[config.mk]
export PLATFORM = sky130hd
export DESIGN_NAME = yadmc_wbuf
export DESIGN_NICKNAME = d
export VERILOG_FILES = /design/src/rtl/yadmc_wbuf.sv
export SDC_FILE = /design/constraint.sdc
export NUM_CORES = 1
export LEC_CHECK = 0
export BUFFER_PORTS_ARGS = -buffer_cell sky130_fd_sc_hd__buf_2
export CORE_ASPECT_RATIO = 0.8
export CORE_UTILIZATION = 45
export DETAILED_ROUTE_END_ITERATION = 16
export GPL_TIMING_DRIVEN = 0
export HOLD_SLACK_MARGIN = 0.05
export PLACE_DENSITY_LB_ADDON = 0.05
export SLEW_MARGIN = 30
export SYNTH_ARGS = -nofsm -noshare
export SYNTH_HDL_FRONTEND = slang
export SYNTH_SLANG_ARGS = --single-unit
[constraint.sdc]
create_clock -name sys_clk -period 4.2 [get_ports sys_clk]
set_input_delay 0.21 -clock sys_clk [delete_from_list [all_inputs] [get_ports sys_clk]]
set_output_delay 0.21 -clock sys_clk [all_outputs]
set_load 0.01 [all_outputs]
[src/rtl/yadmc_wbuf.sv]
// rtl/yadmc_wbuf.sv - posted-write buffer in front of the YADMC Wishbone slave
// Writes are acked once queued; reads wait until every queued write has drained.
module yadmc_wbuf #(
  parameter int fifo_depth = 2
) (
  input  logic                  sys_clk,
  input  logic                  sys_rst_n,
  input  logic [31:0]           s_wb_adr_i,
  input  logic [31:0]           s_wb_dat_i,
  output logic [31:0]           s_wb_dat_o,
  input  logic [3:0]            s_wb_sel_i,
  input  logic                  s_wb_cyc_i,
  input  logic                  s_wb_stb_i,
  input  logic                  s_wb_we_i,
  output logic                  s_wb_ack_o,
  output logic [31:0]           m_wb_adr_o,
  output logic [31:0]           m_wb_dat_o,
  input  logic [31:0]           m_wb_dat_i,
  output logic [3:0]            m_wb_sel_o,
  output logic                  m_wb_cyc_o,
  output logic                  m_wb_stb_o,
  output logic                  m_wb_we_o,
  input  logic                  m_wb_ack_i,
  output logic [fifo_depth:0]   wbuf_level,
  output logic                  wbuf_empty
);

  localparam int ENTRIES = 1 << fifo_depth;
  localparam logic [fifo_depth:0]   FULL_LEVEL = (fifo_depth + 1)'(ENTRIES);
  localparam logic [fifo_depth:0]   LVL_ONE    = (fifo_depth + 1)'(1);
  localparam logic [fifo_depth-1:0] PTR_ONE    = fifo_depth'(1);

  localparam logic [1:0] M_IDLE  = 2'd0;
  localparam logic [1:0] M_WRITE = 2'd1;
  localparam logic [1:0] M_READ  = 2'd2;
  localparam logic [1:0] M_GAP   = 2'd3;

  logic [29:0] fifo_adr_q [ENTRIES];
  logic [31:0] fifo_dat_q [ENTRIES];
  logic [3:0]  fifo_sel_q [ENTRIES];

  logic [fifo_depth-1:0] wr_ptr_q, wr_ptr_d, rd_ptr_q, rd_ptr_d;
  logic [fifo_depth:0]   level_q, level_d;
  logic [1:0]            state_q, state_d;
  logic                  s_ack_q, s_ack_d;
  logic [31:0]           s_dat_q, s_dat_d;
  logic                  m_cyc_q, m_cyc_d, m_we_q, m_we_d;
  logic [31:0]           m_adr_q, m_adr_d, m_dat_q, m_dat_d;
  logic [3:0]            m_sel_q, m_sel_d;
  logic                  empty_q, empty_d;
  logic                  rd_drop_q, rd_drop_d;

  logic s_new, fifo_full, push, pop, rd_deliver;
  logic unused_adr_bits;

  assign unused_adr_bits = ^s_wb_adr_i[1:0];

  // The ack cycle itself never counts as a fresh request, so a held strobe is not pushed twice.
  assign s_new      = s_wb_cyc_i & s_wb_stb_i & ~s_ack_q;
  assign fifo_full  = (level_q == FULL_LEVEL);
  assign pop        = (state_q == M_WRITE) & m_wb_ack_i;
  assign push       = s_new & s_wb_we_i & (~fifo_full | pop);
  assign rd_deliver = (state_q == M_READ) & m_wb_ack_i & ~rd_drop_q & s_wb_cyc_i;

  always_comb begin
    wr_ptr_d  = wr_ptr_q;
    rd_ptr_d  = rd_ptr_q;
    level_d   = level_q;
    if (push) wr_ptr_d = wr_ptr_q + PTR_ONE;
    if (pop)  rd_ptr_d = rd_ptr_q + PTR_ONE;
    case ({push, pop})
      2'b10:   level_d = level_q + LVL_ONE;
      2'b01:   level_d = level_q - LVL_ONE;
      default: level_d = level_q;
    endcase
  end

  always_comb begin
    state_d = state_q;
    m_cyc_d = m_cyc_q;
    m_we_d  = m_we_q;
    m_adr_d = m_adr_q;
    m_dat_d = m_dat_q;
    m_sel_d = m_sel_q;
    case (state_q)
      M_IDLE: begin
        // Queued writes always go first so a read never overtakes them.
        if (level_q != '0) begin
          state_d = M_WRITE;
          m_cyc_d = 1'b1;
          m_we_d  = 1'b1;
          m_adr_d = {fifo_adr_q[rd_ptr_q], 2'b00};
          m_dat_d = fifo_dat_q[rd_ptr_q];
          m_sel_d = fifo_sel_q[rd_ptr_q];
        end else if (s_new & ~s_wb_we_i) begin
          state_d = M_READ;
          m_cyc_d = 1'b1;
          m_we_d  = 1'b0;
          m_adr_d = {s_wb_adr_i[31:2], 2'b00};
          m_sel_d = s_wb_sel_i;
        end
      end
      M_WRITE, M_READ: begin
        if (m_wb_ack_i) begin
          state_d = M_GAP;
          m_cyc_d = 1'b0;
          m_we_d  = 1'b0;
        end
      end
      default: state_d = M_IDLE;
    endcase
  end

  always_comb begin
    s_ack_d   = push | rd_deliver;
    s_dat_d   = rd_deliver ? m_wb_dat_i : s_dat_q;
    rd_drop_d = (state_q == M_READ) & ~m_wb_ack_i & (rd_drop_q | ~s_wb_cyc_i);
    empty_d   = (level_d == '0) & (state_d == M_IDLE);
  end

  always_ff @(posedge sys_clk) begin
    if (push) begin
      fifo_adr_q[wr_ptr_q] <= s_wb_adr_i[31:2];
      fifo_dat_q[wr_ptr_q] <= s_wb_dat_i;
      fifo_sel_q[wr_ptr_q] <= s_wb_sel_i;
    end
  end

  always_ff @(posedge sys_clk or negedge sys_rst_n) begin
    if (!sys_rst_n) begin
      wr_ptr_q  <= '0;
      rd_ptr_q  <= '0;
      level_q   <= '0;
      state_q   <= M_IDLE;
      s_ack_q   <= 1'b0;
      s_dat_q   <= '0;
      m_cyc_q   <= 1'b0;
      m_we_q    <= 1'b0;
      m_adr_q   <= '0;
      m_dat_q   <= '0;
      m_sel_q   <= '0;
      empty_q   <= 1'b1;
      rd_drop_q <= 1'b0;
    end else begin
      wr_ptr_q  <= wr_ptr_d;
      rd_ptr_q  <= rd_ptr_d;
      level_q   <= level_d;
      state_q   <= state_d;
      s_ack_q   <= s_ack_d;
      s_dat_q   <= s_dat_d;
      m_cyc_q   <= m_cyc_d;
      m_we_q    <= m_we_d;
      m_adr_q   <= m_adr_d;
      m_dat_q   <= m_dat_d;
      m_sel_q   <= m_sel_d;
      empty_q   <= empty_d;
      rd_drop_q <= rd_drop_d;
    end
  end

  assign s_wb_ack_o = s_ack_q;
  assign s_wb_dat_o = s_dat_q;
  assign m_wb_cyc_o = m_cyc_q;
  assign m_wb_stb_o = m_cyc_q;
  assign m_wb_we_o  = m_we_q;
  assign m_wb_adr_o = m_adr_q;
  assign m_wb_dat_o = m_dat_q;
  assign m_wb_sel_o = m_sel_q;
  assign wbuf_level = level_q;
  assign wbuf_empty = empty_q;

endmodule

==> results.yml, run 1 <==
synthesis:
  yosys.area_share.simple: 0.0428
  synth_area_sq_mm: 0.0145
  synth_top_family_by_area: "multiplexers"
  synth_edf_count: 264
  synth_seq_cells: 376
  synthAdderAreaFrac: 0.00826
  synth_compound_area_frac: 0.0247
  syn_area_per_cell_sq_um: 19.1
  synth_cell_types: 45
  ys.warnings.count: 0
  yosys.area_share.xor_xnor: 0.00241
  async_flop_share: 0.298
  synth_flop_cell: "edfxtp_1"
  yosys-mux-area-fraction: 0.160
  synth_cells: 761
  seq_area_frac_synth: 0.738
clock_network:
  cts.path.max_buffers: 3
  htree_levels: 2
  insertion_delay_ps: 530
  cts_root_buffer: "clkbuf_16"
  cts_tree: "yes"
  post_cts_buffers: 0
  numCtsBuffers: 39
  clock-sinks: 376
  clk_pin_slew_ps: 60
worst_setup_path:
  critical-path-max-stage-delay_ps: 690
  worstPathRequired_ps: 4410
  start_kind: "flip-flop"
  endpoint_kind: "flip-flop"
  cpMaxStageDelayCell: "and2_4"
  crit_fanout: 37
  crit_buf_inv: 2
  worst_ep_arrival_time_ps: 3300
  crit_type: "flip-flop to flip-flop"
  crit_family: "simple AND/OR/NAND/NOR gates"
  cp_cell_sequence: "inv_1 -> ha_1 -> nand2_1 -> a31oi_1 -> and2_4 -> buf_12"
timing:
  drv_slew: 0
  min_period_ps: 3090
  tightestPinTransition_ps: 756
  rsz0062_at_grt: "false"
  whs_ps: 88.0
  fin_setup_tns_ps: 0
  slew_headroom: 0.494
  clock-skew-final_ps: 17.2
  worst_slack_ps: 1110
  min_period_over_period: 0.735
  fmax_mhz: 324
  hold_viol_final: 0
  setup-violations-final: 0
drt:
  drt_iter0_drc: 427
  postRouteAntennaNets: 0
  drtPass1Iterations: 4
  wl_per_cell_microns: 20.2
  wirelength_mm: 31.7
  vias: 7959
  drc: 0
  vias_per_cell: 5.08
run:
  cap_viol_max_count: 0
floorplanning:
  ioPinCount: 214
  die_y_microns: 163
  dieArea_sq_mm: 0.0330
  core_sq_mm: 0.0316
  start_util: 0.460
  die_x_microns: 203
  rows: 58
placed_design:
  dp_hpwl_mm: 19.2
  gp_congestion: 0.732
  place_area_sq_mm: 0.0163
  dp.cells: 1397
  preCtsSetupSlack_ps: 1120
  io_buffers: 209
final_layout:
  fin_util: 0.585
  fin_cells: 1567
  final_area_sq_mm: 0.0185
  drive_above_1_share: 0.358
  fin_nets: 1233
  area_growth_pct: 27.2
  n_antenna_cell: 0
power_and_ir_drop:
  pwr-share-seq: 0.402
  total_power_mw: 12.6
  p_comb_frac: 0.335
  ir_drop_mv: 0.330
  switching_share: 0.306
  leakage_nw: 7.12
  p_clk_frac: 0.263
  cellPowerDensity_mw_per_mm2: 680
  p_sw_mw: 3.85
  p_int_mw: 8.74
global_routing:
  grt_pass1_vias: 8128
  grt_pass1_wl_mm: 48.3
  grt_max_degree: 60
  track_usage: 0.196
  antenna_found_initial: 0
  overflow: 0
hold_path:
  hp-class: "input port to flip-flop"
run_status:
  status: "finished, final reports clean"
registers in the layout, summed over array words and instances (netlist names), 2 cells and up:
name and flops:
fifo_dat_q 128, fifo_adr_q 120, m_wb_dat_o 32, s_wb_dat_o 32
m_wb_adr_o 30, fifo_sel_q 16, m_wb_sel_o 4, wbuf_level 3
rd_ptr_q 2, state_q 2, wr_ptr_q 2
power groups by stage:
stage	Clock, mW	Sequential (mW)	Combinational (mW)
finish	3.31	5.06	4.21
global route	3.56	5.13	4.58
CTS	3.40	5.06	4.30
floorplan	0	5.31	2.60
global placement	0	5.13	4.13
detailed placement	0	5.12	4.21
final cells by class:
| class | count | area [sq um] |
|---|---|---|
| Fill cell | 2450 | 13100 |
| Sequential cell | 376 | 10700 |
| Multi-Input combinational cell | 339 | 3480 |
| Timing Repair Buffer | 315 | 2200 |
| Clock buffer | 57 | 1120 |
| Tap cell | 420 | 526 |
| Buffer | 41 | 319 |
| Clock inverter | 13 | 105 |
| Inverter | 6 | 22.5 |
cell families (layout without fill, tap and decap cells):
| group | count (synthesis) | in the layout |
|---|---|---|
| compound gates | 56 | 56 |
| xor+xnor | 4 | 4 |
| fa+ha+maj | 9 | 9 |
| buf+inv | 47 | 432 |
| flops | 376 | 376 |
| mux | 131 | 131 |
| other cells | 1 | 2 |
| simple gates | 137 | 137 |
Yosys cell counts, types with 2 or more instances:
cell | number | area (sq um)
edfxtp_1 | 264 | 7930
dfrtp_1 | 111 | 2780
nand2_1 | 74 | 278
mux4_2 | 66 | 1490
a31oi_1 | 36 | 225
nor2_1 | 36 | 135
mux2_4 | 30 | 450
mux2_1 | 29 | 327
buf_2 | 17 | 85.1
buf_6 | 8 | 90.1
ha_1 | 8 | 100
inv_1 | 6 | 22.5
mux2_2 | 6 | 67.6
o21ai_0 | 6 | 30.0
a21oi_1 | 5 | 25.0
buf_4 | 5 | 37.5
clkbuf_1 | 5 | 18.8
nand3_1 | 5 | 25.0
and2_1 | 4 | 25.0
buf_12 | 4 | 80.1
nand2b_1 | 4 | 25.0
xnor2_1 | 4 | 35.0
nor2b_1 | 3 | 18.8
and4b_1 | 2 | 20.0
buf_1 | 2 | 7.51
nand4b_1 | 2 | 17.5
path summary, 6_finish.rpt:
path	startpoint	end	slack [ps]	depth (start not counted)
hold / removal	m_wb_ack_i	rd_drop_q	90	3
max in group asynchronous	sys_rst_n	m_wb_adr_o[9]	3320	3
min in group asynchronous	sys_rst_n	m_wb_dat_o[6]	190	2
setup / recovery	state_q[1]	fifo_dat_q[1][24]	1110	6
setup reg to reg	state_q[1]	fifo_dat_q[1][24]	1110	6
hold reg to reg	s_wb_dat_o[4]	s_wb_dat_o[4]	490	1
worst register-to-register path, stage by stage, from the launching register on:
cell and delay, ps:
dfrtp_1 410, inv_1 120, ha_1 270, nand2_1 270, a31oi_1 670, and2_4 690, buf_12 310
cell usage in the layout (no fill, tap or decap), drive strengths merged, types with 36 or more instances in the layout:
cell type	count
a31oi	36
buf	251
clkbuf	62
dfrtp	111
dlygate4sd3	100
edfxtp	264
mux2	65
mux4	66
nand2	75
nor2	36
layer usage:
| metal | GRT usage | up-vias | wire length [microns] |
|---|---|---|---|
| met5 | 0 | - | 0 |
| met3 | 0.0414 | 37 | 1820 |
| li1 | - | 3671 | - |
| met1 | 0.283 | 4022 | 14800 |
| met4 | 0.0526 | 0 | 512 |
| met2 | 0.302 | 229 | 14600 |
timing repair:
action / CTS / global route
hold buffers: 100 / 0
resized for setup: 0 / 0
hold endpoints to repair: 438 / 0
(Power assumes the default switching activity.)
==> inputs of run 2 (changes only) <==
clock period = 2.95 ns   (was 4.2 ns; I/O delays follow)
==> run 2 against run 1 <==
- via count up 0.21%
- clock skew down 2.6 ps
- sequential share of layout area about the same
- clock power up 39%
- critical endpoint is now fifo_dat_q[3][21]
- non-clock buffer count up 1
- worst hold slack worse by 30 ps
- critical path depth unchanged
==> results.yml, run 2 (synthesis results as in run 1) <==
run_status:
  status: "finished, final reports clean"
final_layout:
  largest_register_ffs: 128
  fin_cells: 1570
  top_regs: "fifo_dat_q (128), fifo_adr_q (120)"
  layout.area.seq_sq_mm: 0.0107
  top_register: "fifo_dat_q"
  drive_above_1_share: 0.365
  n_antenna_cell: 0
  fin_nets: 1235
  final_common_cell: "edfxtp_1"
  multi_input_area_sq_mm: 0.00351
  final_cell_mix: "264 x edfxtp_1, 225 x buf_2, 111 x dfrtp_1"
  fillers: 2459
  area_growth_pct: 27.3
power_and_ir_drop:
  leakage_nw: 7.13
  cellPowerDensity_mw_per_mm2: 961
  ir_drop_mv: 0.629
placed_design:
  dp_hpwl_mm: 19.3
  preCtsSetupSlack_ps: -29.9
  dp.cells: 1397
  gp_congestion: 0.741
  io_buffers: 209
global_routing:
  grt_pass1_vias: 8323
  grt_pass1_wl_mm: 48.4
  overflow: 0
  grt_max_degree: 75
  antenna_found_initial: 1
  track_usage: 0.194
drt:
  wirelength_mm: 31.4
  drc: 0
  vias_per_cell: 5.08
  drt_iter0_drc: 510
  wl_per_cell_microns: 20.0
  drtPass1Iterations: 5
  vias: 7976
  postRouteAntennaNets: 0
worst_setup_path:
  endpoint_kind: "flip-flop"
  worstPathRequired_ps: 3150
  worst_ep_arrival_time_ps: 2870
  crit_type: "flip-flop to flip-flop"
  cp_cell_sequence: "inv_1 -> ha_1 -> nand2_2 -> a31oi_4 -> and2_4 -> buf_16"
  critical-path-max-stage-delay_ps: 580
  cpMaxStageDelayCell: "and2_4"
  start_kind: "flip-flop"
  crit_fanout: 37
hold_path:
  hp-class: "input port to flip-flop"
timing:
  hold_viol_final: 0
  min_period_over_period: 0.904
  fmax_mhz: 375
  clock-skew-final_ps: 14.6
  worst_slack_ps: 283
  setup-violations-final: 0
  rsz0062_at_grt: "false"
  drv_slew: 0
  slew_headroom: 0.527
  min_period_ps: 2670
  tightestPinTransition_ps: 709
floorplanning:
  start_util: 0.460
  die_x_microns: 203
  core_sq_mm: 0.0316
  rows: 58
  ioPinCount: 214
  die_y_microns: 163
  dieArea_sq_mm: 0.0330
clock_network:
  cts.path.max_buffers: 3
  htree_levels: 2
  cts_tree: "yes"
  numCtsBuffers: 39
  clock-sinks: 376
  post_cts_buffers: 0
  cts_root_buffer: "clkbuf_16"
  clk_pin_slew_ps: 60
  insertion_delay_ps: 530
run:
  cap_viol_max_count: 0
run 2: path summary, 6_finish.rpt:
check | endpoint | cells after the start | startpoint | slack [ps]
worst max-delay path | fifo_dat_q[3][21] | 6 | state_q[1] | 280
worst min-delay path | rd_ptr_q[0] | 3 | m_wb_ack_i | 60
worst max register to register | fifo_dat_q[3][21] | 6 | state_q[1] | 280
worst min register to register | s_wb_dat_o[31] | 1 | s_wb_dat_o[31] | 480
max in group asynchronous | wbuf_empty | 3 | sys_rst_n | 2100
min in group asynchronous | m_wb_dat_o[6] | 2 | sys_rst_n | 110
run 2: what timing repair did:
item	4_1_cts	5_1_grt
gates resized for setup	1	2
gates cloned	0	1
endpoints found under the setup margin	110	110
endpoints found under the hold margin	442	0
pin swaps	0	3
hold buffers	101	0
run 2: final cells by class:
| cell class | instances | share of cell area |
|---|---|---|
| clock buffers | 52 | 0.0582 |
| repair buffers | 316 | 0.120 |
| multi-input cells | 340 | 0.190 |
| inverters | 6 | 0.00122 |
| plain buffers | 41 | 0.0172 |
| flip-flops and latches | 376 | 0.579 |
| clock inverters | 19 | 0.00628 |
| well taps | 420 | 0.0284 |
run 2: routing by layer:
metal / vias up / GRT usage / wire (microns)
li1: 3678 / - / -
met1: 4069 / 0.284 / 14600
met2: 189 / 0.306 / 14700
met3: 38 / 0.0334 / 1570
met4: 2 / 0.0468 / 523
met5: - / 0 / 9
run 2: where the power goes:
group	internal (mW)	total (mW)	switching [mW]
Clock	2.66	4.60	1.94
Sequential	6.67	7.18	0.517
Combinational	3.00	6.02	3.02
run 2: worst max-delay path: cells and delay by family, from the launching register on:
kind | cells | cell delay, ps
adder cells (fa/ha/maj) | 1 | 280
buffers and inverters | 2 | 430
AO/OA/AOI/OAI | 1 | 410
AND/OR/NAND/NOR | 2 | 780
flip-flops | 1 | 410
run 2: through the flow:
stage	hold slack [ps]	cell area, sq um	setup TNS, ps	utilization	power, mW
2_1_floorplan	-148	14600	0	-	11.2
3_3_place_gp	359	16100	-208360	0.510	13.2
3_5_place_dp	71.8	16300	-2460	0.515	13.3
4_1_cts	95.9	18500	0	0.585	18.0
5_1_grt	81.6	18500	0	0.585	18.8
6_report	58.2	18500	0	0.585	17.8
